File: src/rtl/meter_pkg.sv
// Shared definitions for the clock period meter: FSM encoding and default sizing.
package meter_pkg;

    typedef enum logic [1:0] {
        WARMUP    = 2'd0,
        IDLE      = 2'd1,
        WAIT_EDGE = 2'd2,
        MEASURE   = 2'd3
    } meter_state_t;

    localparam int unsigned DEFAULT_CNT_W       = 32;
    localparam int unsigned DEFAULT_TIMEOUT     = 25_000_000;
    localparam int unsigned DEFAULT_SYNC_STAGES = 2;

    // 100 MHz system clock divided down to 10 Hz
    localparam int unsigned EXPECTED_10HZ_PERIOD = 10_000_000;

endpackage

File: src/rtl/sync_edge_detect.sv
// Brings an asynchronous level into the clk domain and flags its rising edges.
module sync_edge_detect #(
    parameter int unsigned SYNC_STAGES = 2
) (
    input  logic clk,
    input  logic rst_n,
    input  logic sig_in,
    output logic sync,
    output logic rise
);

    logic [SYNC_STAGES-1:0] chain;
    logic                   prev;

    // NOTE: non-blocking assignments let every stage sample the value from before the edge.
    always_ff @(posedge clk or negedge rst_n) begin
        if (!rst_n) begin
            chain <= '0;
            prev  <= 1'b0;
        end else begin
            chain <= {chain[SYNC_STAGES-2:0], sig_in};
            prev  <= chain[SYNC_STAGES-1];
        end
    end

    assign sync = chain[SYNC_STAGES-1];
    assign rise = sync & ~prev;

endmodule

File: src/rtl/clk_period_meter.sv
// Measures period and high time of a slow asynchronous square wave in clk cycles,
// single-shot or continuous, with a no-edge timeout.
module clk_period_meter
    import meter_pkg::*;
#(
    parameter int unsigned CNT_W       = DEFAULT_CNT_W,
    parameter int unsigned TIMEOUT     = DEFAULT_TIMEOUT,
    parameter int unsigned SYNC_STAGES = DEFAULT_SYNC_STAGES
) (
    input  logic             clk,
    input  logic             rst_n,
    input  logic             sig_in,
    input  logic             start,
    input  logic             cont,
    output logic             busy,
    output logic             period_valid,
    output logic [CNT_W-1:0] period,
    output logic [CNT_W-1:0] high_time,
    output logic             timeout
);

    localparam int unsigned      WARM_W      = $clog2(SYNC_STAGES + 1);
    localparam logic [WARM_W-1:0] WARM_LAST  = WARM_W'(SYNC_STAGES);
    localparam logic [CNT_W-1:0]  TIMER_LAST = CNT_W'(TIMEOUT - 1);
    localparam logic [CNT_W-1:0]  CNT_ONE    = CNT_W'(1);

    logic sync;
    logic rise;

    sync_edge_detect #(
        .SYNC_STAGES (SYNC_STAGES)
    ) u_sync (
        .clk    (clk),
        .rst_n  (rst_n),
        .sig_in (sig_in),
        .sync   (sync),
        .rise   (rise)
    );

    meter_state_t      state, state_nx;
    logic [WARM_W-1:0] warm_cnt, warm_nx;
    logic              cont_r, cont_nx;
    logic [CNT_W-1:0]  timer, timer_nx;
    logic [CNT_W-1:0]  cnt, cnt_nx;
    logic [CNT_W-1:0]  hi, hi_nx;
    logic [CNT_W-1:0]  period_nx, high_time_nx;
    logic              period_valid_nx, timeout_nx;
    logic              timer_hit;

    always_ff @(posedge clk or negedge rst_n) begin
        if (!rst_n) begin
            state        <= WARMUP;
            warm_cnt     <= '0;
            cont_r       <= 1'b0;
            timer        <= '0;
            cnt          <= '0;
            hi           <= '0;
            period       <= '0;
            high_time    <= '0;
            period_valid <= 1'b0;
            timeout      <= 1'b0;
        end else begin
            state        <= state_nx;
            warm_cnt     <= warm_nx;
            cont_r       <= cont_nx;
            timer        <= timer_nx;
            cnt          <= cnt_nx;
            hi           <= hi_nx;
            period       <= period_nx;
            high_time    <= high_time_nx;
            period_valid <= period_valid_nx;
            timeout      <= timeout_nx;
        end
    end

    assign timer_hit = (timer == TIMER_LAST);

    // An edge in the limit cycle takes priority, so a period of exactly TIMEOUT still measures.
    always_comb begin
        // NOTE: every output of this block gets a default first, so no path can infer a latch.
        state_nx        = state;
        warm_nx         = warm_cnt;
        cont_nx         = cont_r;
        timer_nx        = timer;
        cnt_nx          = cnt;
        hi_nx           = hi;
        period_nx       = period;
        high_time_nx    = high_time;
        period_valid_nx = 1'b0;
        timeout_nx      = 1'b0;

        case (state)
            WARMUP: begin
                if (warm_cnt == WARM_LAST) state_nx = IDLE;
                else                       warm_nx  = warm_cnt + 1'b1;
            end
            IDLE: begin
                if (start) begin
                    state_nx = WAIT_EDGE;
                    cont_nx  = cont;
                    timer_nx = '0;
                end
            end
            WAIT_EDGE: begin
                if (rise) begin
                    state_nx = MEASURE;
                    cnt_nx   = CNT_ONE;
                    hi_nx    = CNT_ONE;
                    timer_nx = '0;
                end else if (timer_hit) begin
                    state_nx   = IDLE;
                    timeout_nx = 1'b1;
                end else begin
                    timer_nx = timer + CNT_ONE;
                end
            end
            MEASURE: begin
                if (rise) begin
                    period_nx       = cnt;
                    high_time_nx    = hi;
                    period_valid_nx = 1'b1;
                    cnt_nx          = CNT_ONE;
                    hi_nx           = CNT_ONE;
                    timer_nx        = '0;
                    if (!cont_r) state_nx = IDLE;
                end else if (timer_hit) begin
                    state_nx   = IDLE;
                    timeout_nx = 1'b1;
                end else begin
                    cnt_nx   = cnt + CNT_ONE;
                    hi_nx    = hi + CNT_W'(sync);
                    timer_nx = timer + CNT_ONE;
                end
            end
            default: state_nx = WARMUP;
        endcase
    end

    assign busy = (state != IDLE);

endmodule

File: config.mk
export PLATFORM = sky130hd
export DESIGN_NAME = clk_period_meter
export DESIGN_NICKNAME = d
export VERILOG_FILES = /design/src/rtl/meter_pkg.sv /design/src/rtl/sync_edge_detect.sv /design/src/rtl/clk_period_meter.sv
export SDC_FILE = /design/constraint.sdc
export NUM_CORES = 1
export LEC_CHECK = 0
export CAP_MARGIN = 20
export CELL_PAD_IN_SITES_DETAIL_PLACEMENT = 1
export CELL_PAD_IN_SITES_GLOBAL_PLACEMENT = 2
export CORE_ASPECT_RATIO = 0.9
export CORE_MARGIN = 3
export CORE_UTILIZATION = 38
export CTS_CLUSTER_DIAMETER = 80
export CTS_CLUSTER_SIZE = 16
export DETAILED_ROUTE_END_ITERATION = 7
export GPL_TIMING_DRIVEN = 1
export PLACE_DENSITY = 0.81
export SLEW_MARGIN = 10
export SYNTH_ARGS = -nofsm -noshare
export SYNTH_HDL_FRONTEND = slang
export SYNTH_SLANG_ARGS = --single-unit
File: constraint.sdc
create_clock -name clk -period 2.45 [get_ports clk]
set_input_delay 0.735 -clock clk [delete_from_list [all_inputs] [get_ports clk]]
set_output_delay 0.735 -clock clk [all_outputs]
set_load 0.02 [all_outputs]
==> impl_metrics.tcl <==
set metrics [dict create \
    fp.coreArea_um2 20400 \
    worst_path_max_delay_cell "or4_1" \
    cp_max_fo 10 \
    fmax_mhz 428 \
    clk_path_buf_depth 2 \
    cts_buffers 17 \
    ant_nets 0 \
    startpoint "timer[1]" \
    end_kind "flip-flop" \
    synth_cell_type_count 62 \
    grt_max_degree 50 \
    synth_nets 780 \
    synth-seq-cells 170 \
    synth_edf_count 0 \
    reg2reg_from "timer[1]" \
    rows 49 \
    hold_violations 0 \
    clock_skew_ns 0.00788 \
    start_util 0.394 \
    yosysSeqAreaShare 0.528 \
    status "complete, no violations" \
    firstDrtPassIters 5 \
    synthesis.area_um2 8050 \
    cap_violations 0 \
    synth_cells 770 \
    n_antenna_cell 0 \
    critPathBufInv 1 \
    drt_iter0_drc 344 \
    drt_wl_total_mm 22.4 \
    final.setup.tns_ns 0 \
    setup_viol 0 \
    cp_data_required_time_ns 2.74 \
    hold_class "input port to asynchronous set/reset pin" \
    die_h_um 144 \
    grt_usage 0.202 \
    vias_per_cell 5.53 \
    critPathTopFamily "simple AND/OR/NAND/NOR gates" \
    cts_tree "done" \
    path_clk_slew_ns 0.07 \
    antenna_found_initial 0 \
    worstSetupStartpointType "flip-flop" \
    io_buffers 71 \
    cts_root_buf "clkbuf_16" \
    placedInstanceArea_um2 9390 \
    power_per_cell_area_nw_per_um2 786 \
    wl_per_cell_um 19.2 \
    arrival_ns 2.63 \
    die-width_um 159 \
    area_delta_synth_final_pct 24.1 \
    post_cts_resized 1 \
    ir_worst_vdd_mv 0.651 \
    gp_congestion 0.828 \
    grt_setup_unrepaired "no" \
    syn-mean-instance-area_um2 10.5 \
    path_cells "ha_2 -> nand3_2 -> or4_1 -> o31a_1 -> buf_4 -> nand3_1 -> xor2_1 -> nor2_1" \
    cts_hold_buffers 0 \
    dieArea_um2 23000 \
    final_common_cell "dfrtp_1" \
    crit_type "flip-flop to flip-flop" \
    htree_levels 4 \
    period_needed_ns 2.34 \
    finish.net_count 886 \
    drive_gt1_frac 0.192 \
    route.detailed.drc 0 \
    cts_num_sinks 170 \
    final_area_um2 9990 \
    grt_pass1_wl_mm 37.6 \
    ios 72 \
    detailed_place_hpwl_mm 15.7 \
    grt_pass1_vias 6973 \
    grt_overflow 0 \
    p_leak_nw 4.41 \
    yosys_warnings 0 \
    ys_async_sr_fraction 1.00 \
    tightest_slew_ns 0.590 \
    num_vias 6460 \
    finalCritPeriodShare 0.955 \
    max_slew_margin 0.604 \
    worstSkewPairLatency_ns 0.43 \
    synth_top_flop_cell "dfrtp_1" \
    cts_setup_buffers 0 \
    slew_violations 0 \
    mostFrequentLayoutCells "167 x dfrtp_1, 69 x clkdlybuf4s50_1, 65 x nor2_1" \
    max_stage_delay_ns 0.55 \
]
==> per-layer routing <==
layer	track usage	vias to the layer above	wire, um
li1	-	3003	-
met1	0.272	3316	10500
met2	0.341	115	10900
met3	0.0344	26	663
met4	0.0594	0	327
met5	0	-	0
==> per-stage QoR <==
stage / utilization / cells / total power, W / hold slack (ns) / setup slack, ns
after CTS: 0.488 / 1169 / 0.00793 / 0.253 / 0.00127
after global routing: 0.489 / 1169 / 0.00826 / 0.268 / 0.000751
after detailed placement: 0.460 / 1137 / 0.00524 / 0.354 / 0.0593
final: 0.489 / 1169 / 0.00785 / 0.247 / 0.111
after global placement: 0.460 / 1137 / 0.00516 / 0.347 / 0.114
after floorplan: - / 770 / 0.00438 / 0.331 / 0.289
==> power by group <==
group / total, W / switching [W] / internal [W] / leakage, nW
combinational: 0.00203 / 0.00126 / 0.000765 / 1.81
clock: 0.00263 / 0.00121 / 0.00142 / 0.270
sequential: 0.00320 / 0.000199 / 0.00300 / 2.33
==> synth_stat cells (all sizes together), types with 13 or more instances <==
cell type	n	area, um2
buf	19	114
dfrtp	170	4250
xor2	25	226
nand2	61	236
mux2	58	653
a21oi	25	125
inv	16	60.1
and3	21	135
nor3	38	206
nand4	34	228
xnor2	20	175
a31oi	13	81.3
o21ai	55	283
nor2	67	254
clkbuf	14	53.8
nand3	42	210
==> cells by family (layout without fill, tap and decap cells) <==
family	count (synthesis)	count (layout)	share of synthesized area
xor+xnor	45	45	0.0499
flops	170	170	0.528
mux	59	59	0.0824
fa+ha+maj	5	5	0.00777
compound gates	129	129	0.0985
buf+inv	51	170	0.0292
simple gates	311	311	0.204
==> flip-flops by register name, indices dropped and copies added, names as in the netlist <==
name / flops
cnt: 32
cont_r: 1
period: 32
u_sync.prev: 1
u_sync.chain: 2
state: 2
hi: 32
high_time: 32
timeout: 1
period_valid: 1
timer: 32
warm_cnt: 2
==> cell type report <==
class | count | area (um2)
well taps | 280 | 350
clock buffers | 18 | 429
clock inverters | 14 | 140
repair buffers | 120 | 1140
flip-flops and latches | 170 | 4260
fillers | 2235 | 10400
multi-input cells | 549 | 3600
inverters | 18 | 67.6
==> path summary, 6_finish.rpt <==
| check | end | slack (ns) | cells after the start |
|---|---|---|---|
| setup / recovery | cnt[12] | 0.11 | 8 |
| hold / removal | period[1] | 0.25 | 1 |
| setup reg to reg | cnt[12] | 0.11 | 8 |
| hold reg to reg | u_sync.chain[1] | 0.37 | 0 |
| max in group asynchronous | state[1] | 1.57 | 2 |
| min in group clk | u_sync.chain[1] | 0.37 | 0 |
(Power assumes the default switching activity.)
